==> src/rtl/accum16_seq_if.sv <==
// Stream bundle for accum16_seq: job request, operand input stream and result output stream.
// slave is the accumulator's view; master is the view of whoever drives jobs and consumes results.
interface accum16_seq_if #(
    parameter int CNT_W = 8
);
    logic             start;
    logic [CNT_W-1:0] count;
    logic             in_valid;
    logic             in_ready;
    logic [15:0]      in_data;
    logic             out_valid;
    logic             out_ready;
    logic [15:0]      out_sum;
    logic             out_sign;
    logic             out_zero;
    logic             out_parity;
    logic             out_carry;
    logic             out_overflow;
    logic             busy;

    modport slave (
        input  start, count, in_valid, in_data, out_ready,
        output in_ready, out_valid, out_sum, out_sign, out_zero, out_parity,
               out_carry, out_overflow, busy
    );

    modport master (
        output start, count, in_valid, in_data, out_ready,
        input  in_ready, out_valid, out_sum, out_sign, out_zero, out_parity,
               out_carry, out_overflow, busy
    );
endinterface

==> src/rtl/accum16_seq.sv <==
// Sequential multi-operand 16-bit accumulator with sticky carry/overflow and a valid/ready result port.
// Optional feature macro ACCUM_SAT_EN: saturate the accumulator on signed overflow instead of wrapping.
module accum16_seq #(
    parameter int CNT_W = 8
) (
    input  logic          clk,
    input  logic          rst,
    accum16_seq_if.slave  io_bus,
    output logic [1:0]    o_dbg_state
);
    // Handshake: a transfer happens on a rising edge where valid & ready are both 1;
    // valid never waits on ready, and ready is a pure decode of the FSM state.

    typedef enum logic [1:0] {
        S_IDLE = 2'd0,
        S_ACC  = 2'd1,
        S_DONE = 2'd2
    } state_t;

    localparam logic [CNT_W-1:0] CNT_ONE  = {{(CNT_W-1){1'b0}}, 1'b1};
    localparam logic [CNT_W-1:0] CNT_ZERO = '0;

    state_t           r_state;
    state_t           w_state_nxt;
    logic [15:0]      r_acc;
    logic [CNT_W-1:0] r_remaining;
    logic             r_carry;
    logic             r_ovf;

    logic             w_beat;
    logic             w_job_clear;
    logic [16:0]      w_add;
    logic [15:0]      w_acc_nxt;
    logic             w_step_ovf;
    logic             w_show_flags;

    // Adder step: bit 16 of the widened sum is the unsigned carry-out.
    assign w_add      = {1'b0, r_acc} + {1'b0, io_bus.in_data};
    assign w_step_ovf = (r_acc[15] & io_bus.in_data[15] & ~w_add[15]) |
                        (~r_acc[15] & ~io_bus.in_data[15] & w_add[15]);

`ifdef ACCUM_SAT_EN
    always_comb begin
        w_acc_nxt = w_add[15:0];
        if (w_step_ovf) begin
            w_acc_nxt = r_acc[15] ? 16'h8000 : 16'h7FFF;
        end
    end
`else
    assign w_acc_nxt = w_add[15:0];
`endif

    always_ff @(posedge clk or posedge rst) begin
        if (rst) begin
            r_state <= S_IDLE;
        end else begin
            r_state <= w_state_nxt;
        end
    end

    always_comb begin
        w_state_nxt      = r_state;
        w_beat           = 1'b0;
        w_job_clear      = 1'b0;
        io_bus.in_ready  = 1'b0;
        io_bus.out_valid = 1'b0;
        io_bus.busy      = (r_state != S_IDLE);
        case (r_state)
            S_IDLE: begin
                if (io_bus.start) begin
                    w_job_clear = 1'b1;
                    w_state_nxt = (io_bus.count != CNT_ZERO) ? S_ACC : S_DONE;
                end
            end
            S_ACC: begin
                io_bus.in_ready = 1'b1;
                w_beat          = io_bus.in_valid;
                if (w_beat && (r_remaining == CNT_ONE)) begin
                    w_state_nxt = S_DONE;
                end
            end
            S_DONE: begin
                io_bus.out_valid = 1'b1;
                if (io_bus.out_ready) begin
                    w_state_nxt = S_IDLE;
                end
            end
            default: begin
                w_state_nxt = S_IDLE;
            end
        endcase
    end

    // A zero-length job loads remaining=0 but goes straight to DONE, so it never decrements.
    always_ff @(posedge clk or posedge rst) begin
        if (rst) begin
            r_acc       <= 16'h0000;
            r_remaining <= CNT_ZERO;
            r_carry     <= 1'b0;
            r_ovf       <= 1'b0;
        end else if (w_job_clear) begin
            r_acc       <= 16'h0000;
            r_remaining <= io_bus.count;
            r_carry     <= 1'b0;
            r_ovf       <= 1'b0;
        end else if (w_beat) begin
            r_acc       <= w_acc_nxt;
            r_remaining <= r_remaining - CNT_ONE;
            r_carry     <= r_carry | w_add[16];
            r_ovf       <= r_ovf | w_step_ovf;
        end
    end

    // Value decodes are held at 0 in IDLE so that every output reads 0 out of reset.
    assign w_show_flags = (r_state != S_IDLE);

    assign io_bus.out_sum      = r_acc;
    assign io_bus.out_sign     = w_show_flags & r_acc[15];
    assign io_bus.out_zero     = w_show_flags & ~(|r_acc);
    assign io_bus.out_parity   = w_show_flags & ~(^r_acc);
    assign io_bus.out_carry    = r_carry;
    assign io_bus.out_overflow = r_ovf;
    assign o_dbg_state         = r_state;
endmodule

==> src/flat_wrapper.sv <==
// flat-port wrapper written by rule: the top's interface ports become plain ports
module accum16_seq_flat 
#(
    parameter int CNT_W = 8
)
  (clk, rst, o_dbg_state, io_bus_start, io_bus_count, io_bus_in_valid, io_bus_in_data, io_bus_out_ready, io_bus_in_ready, io_bus_out_valid, io_bus_out_sum, io_bus_out_sign, io_bus_out_zero, io_bus_out_parity, io_bus_out_carry, io_bus_out_overflow, io_bus_busy);
  accum16_seq_if #(.CNT_W(CNT_W)) io_bus_i ();
  input  logic clk;
  input  logic rst;
  output logic [1:0] o_dbg_state;
  input wire logic [$bits(io_bus_i.start)-1:0] io_bus_start;
  input wire logic [$bits(io_bus_i.count)-1:0] io_bus_count;
  input wire logic [$bits(io_bus_i.in_valid)-1:0] io_bus_in_valid;
  input wire logic [$bits(io_bus_i.in_data)-1:0] io_bus_in_data;
  input wire logic [$bits(io_bus_i.out_ready)-1:0] io_bus_out_ready;
  output wire logic [$bits(io_bus_i.in_ready)-1:0] io_bus_in_ready;
  output wire logic [$bits(io_bus_i.out_valid)-1:0] io_bus_out_valid;
  output wire logic [$bits(io_bus_i.out_sum)-1:0] io_bus_out_sum;
  output wire logic [$bits(io_bus_i.out_sign)-1:0] io_bus_out_sign;
  output wire logic [$bits(io_bus_i.out_zero)-1:0] io_bus_out_zero;
  output wire logic [$bits(io_bus_i.out_parity)-1:0] io_bus_out_parity;
  output wire logic [$bits(io_bus_i.out_carry)-1:0] io_bus_out_carry;
  output wire logic [$bits(io_bus_i.out_overflow)-1:0] io_bus_out_overflow;
  output wire logic [$bits(io_bus_i.busy)-1:0] io_bus_busy;
  assign io_bus_i.start = io_bus_start;
  assign io_bus_i.count = io_bus_count;
  assign io_bus_i.in_valid = io_bus_in_valid;
  assign io_bus_i.in_data = io_bus_in_data;
  assign io_bus_i.out_ready = io_bus_out_ready;
  assign io_bus_in_ready = io_bus_i.in_ready;
  assign io_bus_out_valid = io_bus_i.out_valid;
  assign io_bus_out_sum = io_bus_i.out_sum;
  assign io_bus_out_sign = io_bus_i.out_sign;
  assign io_bus_out_zero = io_bus_i.out_zero;
  assign io_bus_out_parity = io_bus_i.out_parity;
  assign io_bus_out_carry = io_bus_i.out_carry;
  assign io_bus_out_overflow = io_bus_i.out_overflow;
  assign io_bus_busy = io_bus_i.busy;
  accum16_seq #(.CNT_W(CNT_W)) u_core (.clk(clk), .rst(rst), .io_bus(io_bus_i), .o_dbg_state(o_dbg_state));
endmodule
==> config.mk <==
export PLATFORM = sky130hd
export DESIGN_NAME = accum16_seq_flat
export DESIGN_NICKNAME = d
export VERILOG_FILES = /design/src/rtl/accum16_seq_if.sv /design/src/rtl/accum16_seq.sv /design/src/flat_wrapper.sv
export SDC_FILE = /design/constraint.sdc
export NUM_CORES = 1
export LEC_CHECK = 0
export ABC_CLOCK_PERIOD_IN_PS = 2450
export CORE_MARGIN = 2
export CORE_UTILIZATION = 25
export DETAILED_ROUTE_END_ITERATION = 8
export GPL_ROUTABILITY_DRIVEN = 1
export PLACE_DENSITY = 0.44
export SETUP_SLACK_MARGIN = 0.02
export SLEW_MARGIN = 20
export SYNTH_ARGS = -nofsm -noshare
export SYNTH_HDL_FRONTEND = slang
export SYNTH_SLANG_ARGS = --single-unit
==> constraint.sdc <==
create_clock -name clk -period 2.45 [get_ports clk]
set_clock_uncertainty 0.15 [all_clocks]
set_input_delay 0.49 -clock clk [delete_from_list [all_inputs] [get_ports clk]]
set_output_delay 0.49 -clock clk [all_outputs]
set_load 0.01 [all_outputs]
==> flow_metrics.tcl <==
set metrics [dict create \
    path_max_fanout 3 \
    ir_drop_mv 0.447 \
    cap_violations 0 \
    drt_first_iter_violations 45 \
    clock_latency_ns 0.29 \
    drt-total-wl_um 7480 \
    final_cell_mix "buf_4, clkdlybuf4s50_1, dfrtp_1" \
    ios 55 \
    worst_slew_pin_slew_ns 0.479 \
    vias 2415 \
    grt_max_degree 29 \
    crit_path_cell_trace "buf_4 > inv_4 > ha_4 > xnor2_4 > xnor2_2 > xnor2_1 > nor2_1 > buf_2" \
    synth_edf_count 0 \
    cts_sinks 28 \
    core_area_um2 8760 \
    vias_per_cell 4.78 \
    dpl.cell_count 489 \
    finalMaxSlewViolations 0 \
    synth_xor_area_share_pct 6.54 \
    setup_viol 1 \
    syn2layout_area_growth_pct 75.9 \
    hpwlAfterDp_um 5830 \
    ys_ff_latch 28 \
    p_leak_nw 1.80 \
    dieArea_um2 9890 \
    syn_nets 322 \
    gp_congestion 0.793 \
    cts_tree "yes" \
    layout_commonest_cell "buf_4" \
    max_slew_margin_pct 67.7 \
    synth_cells 265 \
    setup_ws_ns -0.0171 \
    drc 0 \
    p_total_w 0.00526 \
    rsz0062_at_grt "true" \
    failed_checks "setup timing" \
    start_util_pct 26.0 \
    hold_violations 0 \
    num-nets-final 455 \
    end_kind "output pin" \
    finalCritPeriodShare_pct 101 \
    final_antenna_net_count 0 \
    syn_area_um2 2280 \
    seq_area_frac_synth_pct 30.8 \
    critical-path-top-delay-family "XOR/XNOR gates" \
    cts_inserted_buffers 3 \
    tns_ns -0.0171 \
    synth-simple-area-share_pct 18.0 \
    clk_pin_slew_ns 0.11 \
    synth_ff_type "dfrtp_1" \
    root_buffer "clkbuf_8" \
    htree_num_levels 1 \
    grt_usage_pct 15.0 \
    wl_per_cell_um 14.8 \
    fin_hold_ws_ns 0.366 \
    synth-async-reset-ratio_pct 100 \
    clock.fmax_mhz 405 \
    num_rows 34 \
    slowest_delay_ns 0.42 \
    diodes 0 \
    synth-compound-area-share_pct 22.9 \
    first_pass_iters 4 \
    start_kind "register" \
    muxShareOfSynthArea_pct 0.440 \
    arrival_ns 1.83 \
    postSynthAreaPerCell_um2 8.59 \
    grt_overflow 0 \
    synthAdderAreaFrac_pct 15.7 \
    die_y_um 99.4 \
    power.density_nw_per_um2 1310 \
    finalNonFillerCells 505 \
    status "complete, but fails checks" \
    synthDistinctLibCells 56 \
    synth-warning-count 0 \
    clk_path_buf_depth 2 \
    grt_pass1_wl_um 12000 \
    port_buffers 54 \
    synth_top_family_by_area "compound AO/OA/AOI/OAI gates" \
    period_minus_slack_ns 2.47 \
    fp.dieW_um 99.4 \
    final.fill_count 876 \
    drive_gt1_share_pct 37.5 \
    antenna_found_initial 0 \
    crit_type "reg -> out" \
    cpMaxStageDelayCell "dfrtp_1" \
    hold_class "reg -> reg" \
    path_buf_inv 3 \
    worstPathRequired_ns 1.81 \
    grt_pass1_vias 2445 \
]
## power breakdown
group / switching (W) / internal, W / leakage, nW
Clock: 0.000171 / 0.000219 / 0.0357
Combinational: 0.00188 / 0.00219 / 1.41
Sequential: 0.000147 / 0.000659 / 0.356
Total: 0.00220 / 0.00307 / 1.80
## logic make-up after synthesis
group / after synthesis
AOI/OAI and AO/OA: 76
xor gates and xnor gates: 17
adders and majority gates: 28
buffers and inverters: 34
DFF: 28
muxes: 1
and+or+nand+nor: 81
## cells in the mapped netlist (7+ instances only)
library cell / instances / share of area, %
a21o_1: 7 / 2.3
ha_1: 27 / 15
xnor2_1: 11 / 4.2
nor3_1: 10 / 2.2
nor2_1: 14 / 2.3
inv_1: 30 / 4.9
o21ai_0: 12 / 2.6
o22ai_1: 10 / 2.7
a21oi_1: 14 / 3.1
nand2_1: 24 / 4.0
dfrtp_1: 28 / 31
## metal layers
| metal | routed length, um | vias to the layer above | track usage (%) |
|---|---|---|---|
| met2 | 3560 | 39 | 25.6 |
| met1 | 3650 | 1157 | 20.6 |
| met4 | 19 | 0 | 1.58 |
| met3 | 258 | 2 | 2.53 |
| met5 | 0 | - | 0 |
| li1 | - | 1217 | - |
## worst register-to-register path, cell delays in order, from the launching register on
cell      delay (ns)
dfrtp_1         0.42
ha_2            0.20
buf_6           0.12
a211oi_4        0.30
nor3_4          0.09
buf_6           0.13
o31ai_4         0.23
a21oi_4         0.11
a221oi_2        0.30
xor2_1          0.17
o22ai_1         0.09
## flip-flops by register name (all words and copies together), names as in the netlist
| register | cells |
|---|---|
| u_core.io_bus.out_carry | 1 |
| u_core.io_bus.out_overflow | 1 |
| u_core.io_bus.out_sum | 16 |
| u_core.o_dbg_state | 2 |
| u_core.r_remaining | 8 |
## final cells by class
class	count	area, um^2	share of cell area, %
multi-input cells	203	1850	46.1
clock inverters	1	30.0	0.750
flip-flops and latches	28	701	17.5
repair buffers	132	1140	28.4
inverters	30	115	2.87
clock buffers	3	41.3	1.03
well taps	108	135	3.37
## timing repair
| item | CTS | global route |
|---|---|---|
| buffers inserted | 2 | 10 |
| pin swaps | 14 | 23 |
| hold buffers | 0 | 0 |
| hold endpoints to repair | 0 | 0 |
| resized for setup | 23 | 59 |
| setup endpoints to repair | 11 | 11 |
## through the flow
stage	setup slack (ns)	cell area (um^2)	utilization, %
global route	-0.0995	4010	45.7
finish	-0.0171	4010	45.7
detailed placement	-0.608	3430	39.1
global placement	-0.599	3430	39.1
CTS	-0.0437	3590	40.9
floorplan	0.0606	2280	-
## worst paths after layout
kind / from / to / slack [ns] / cells past startpoint
worst max-delay path: u_core.io_bus.out_sum[0]$_DFFE_PP0P_ / io_bus_out_parity / -0.02 / 8
worst min-delay path: u_core.io_bus.out_overflow$_DFFE_PP0P_ / u_core.io_bus.out_overflow$_DFFE_PP0P_ / 0.37 / 2
worst max register to register: u_core.io_bus.out_sum[0]$_DFFE_PP0P_ / u_core.io_bus.out_sum[13]$_DFFE_PP0P_ / 0.04 / 10
worst min register to register: u_core.io_bus.out_overflow$_DFFE_PP0P_ / u_core.io_bus.out_overflow$_DFFE_PP0P_ / 0.37 / 2
max in group asynchronous: rst / u_core.r_remaining[5]$_DFFE_PP0P_ / 1.43 / 3
min in group asynchronous: rst / u_core.o_dbg_state[1]$_DFFE_PP0P_ / 0.42 / 3
Note: power is estimated with default switching activity, not from simulation.
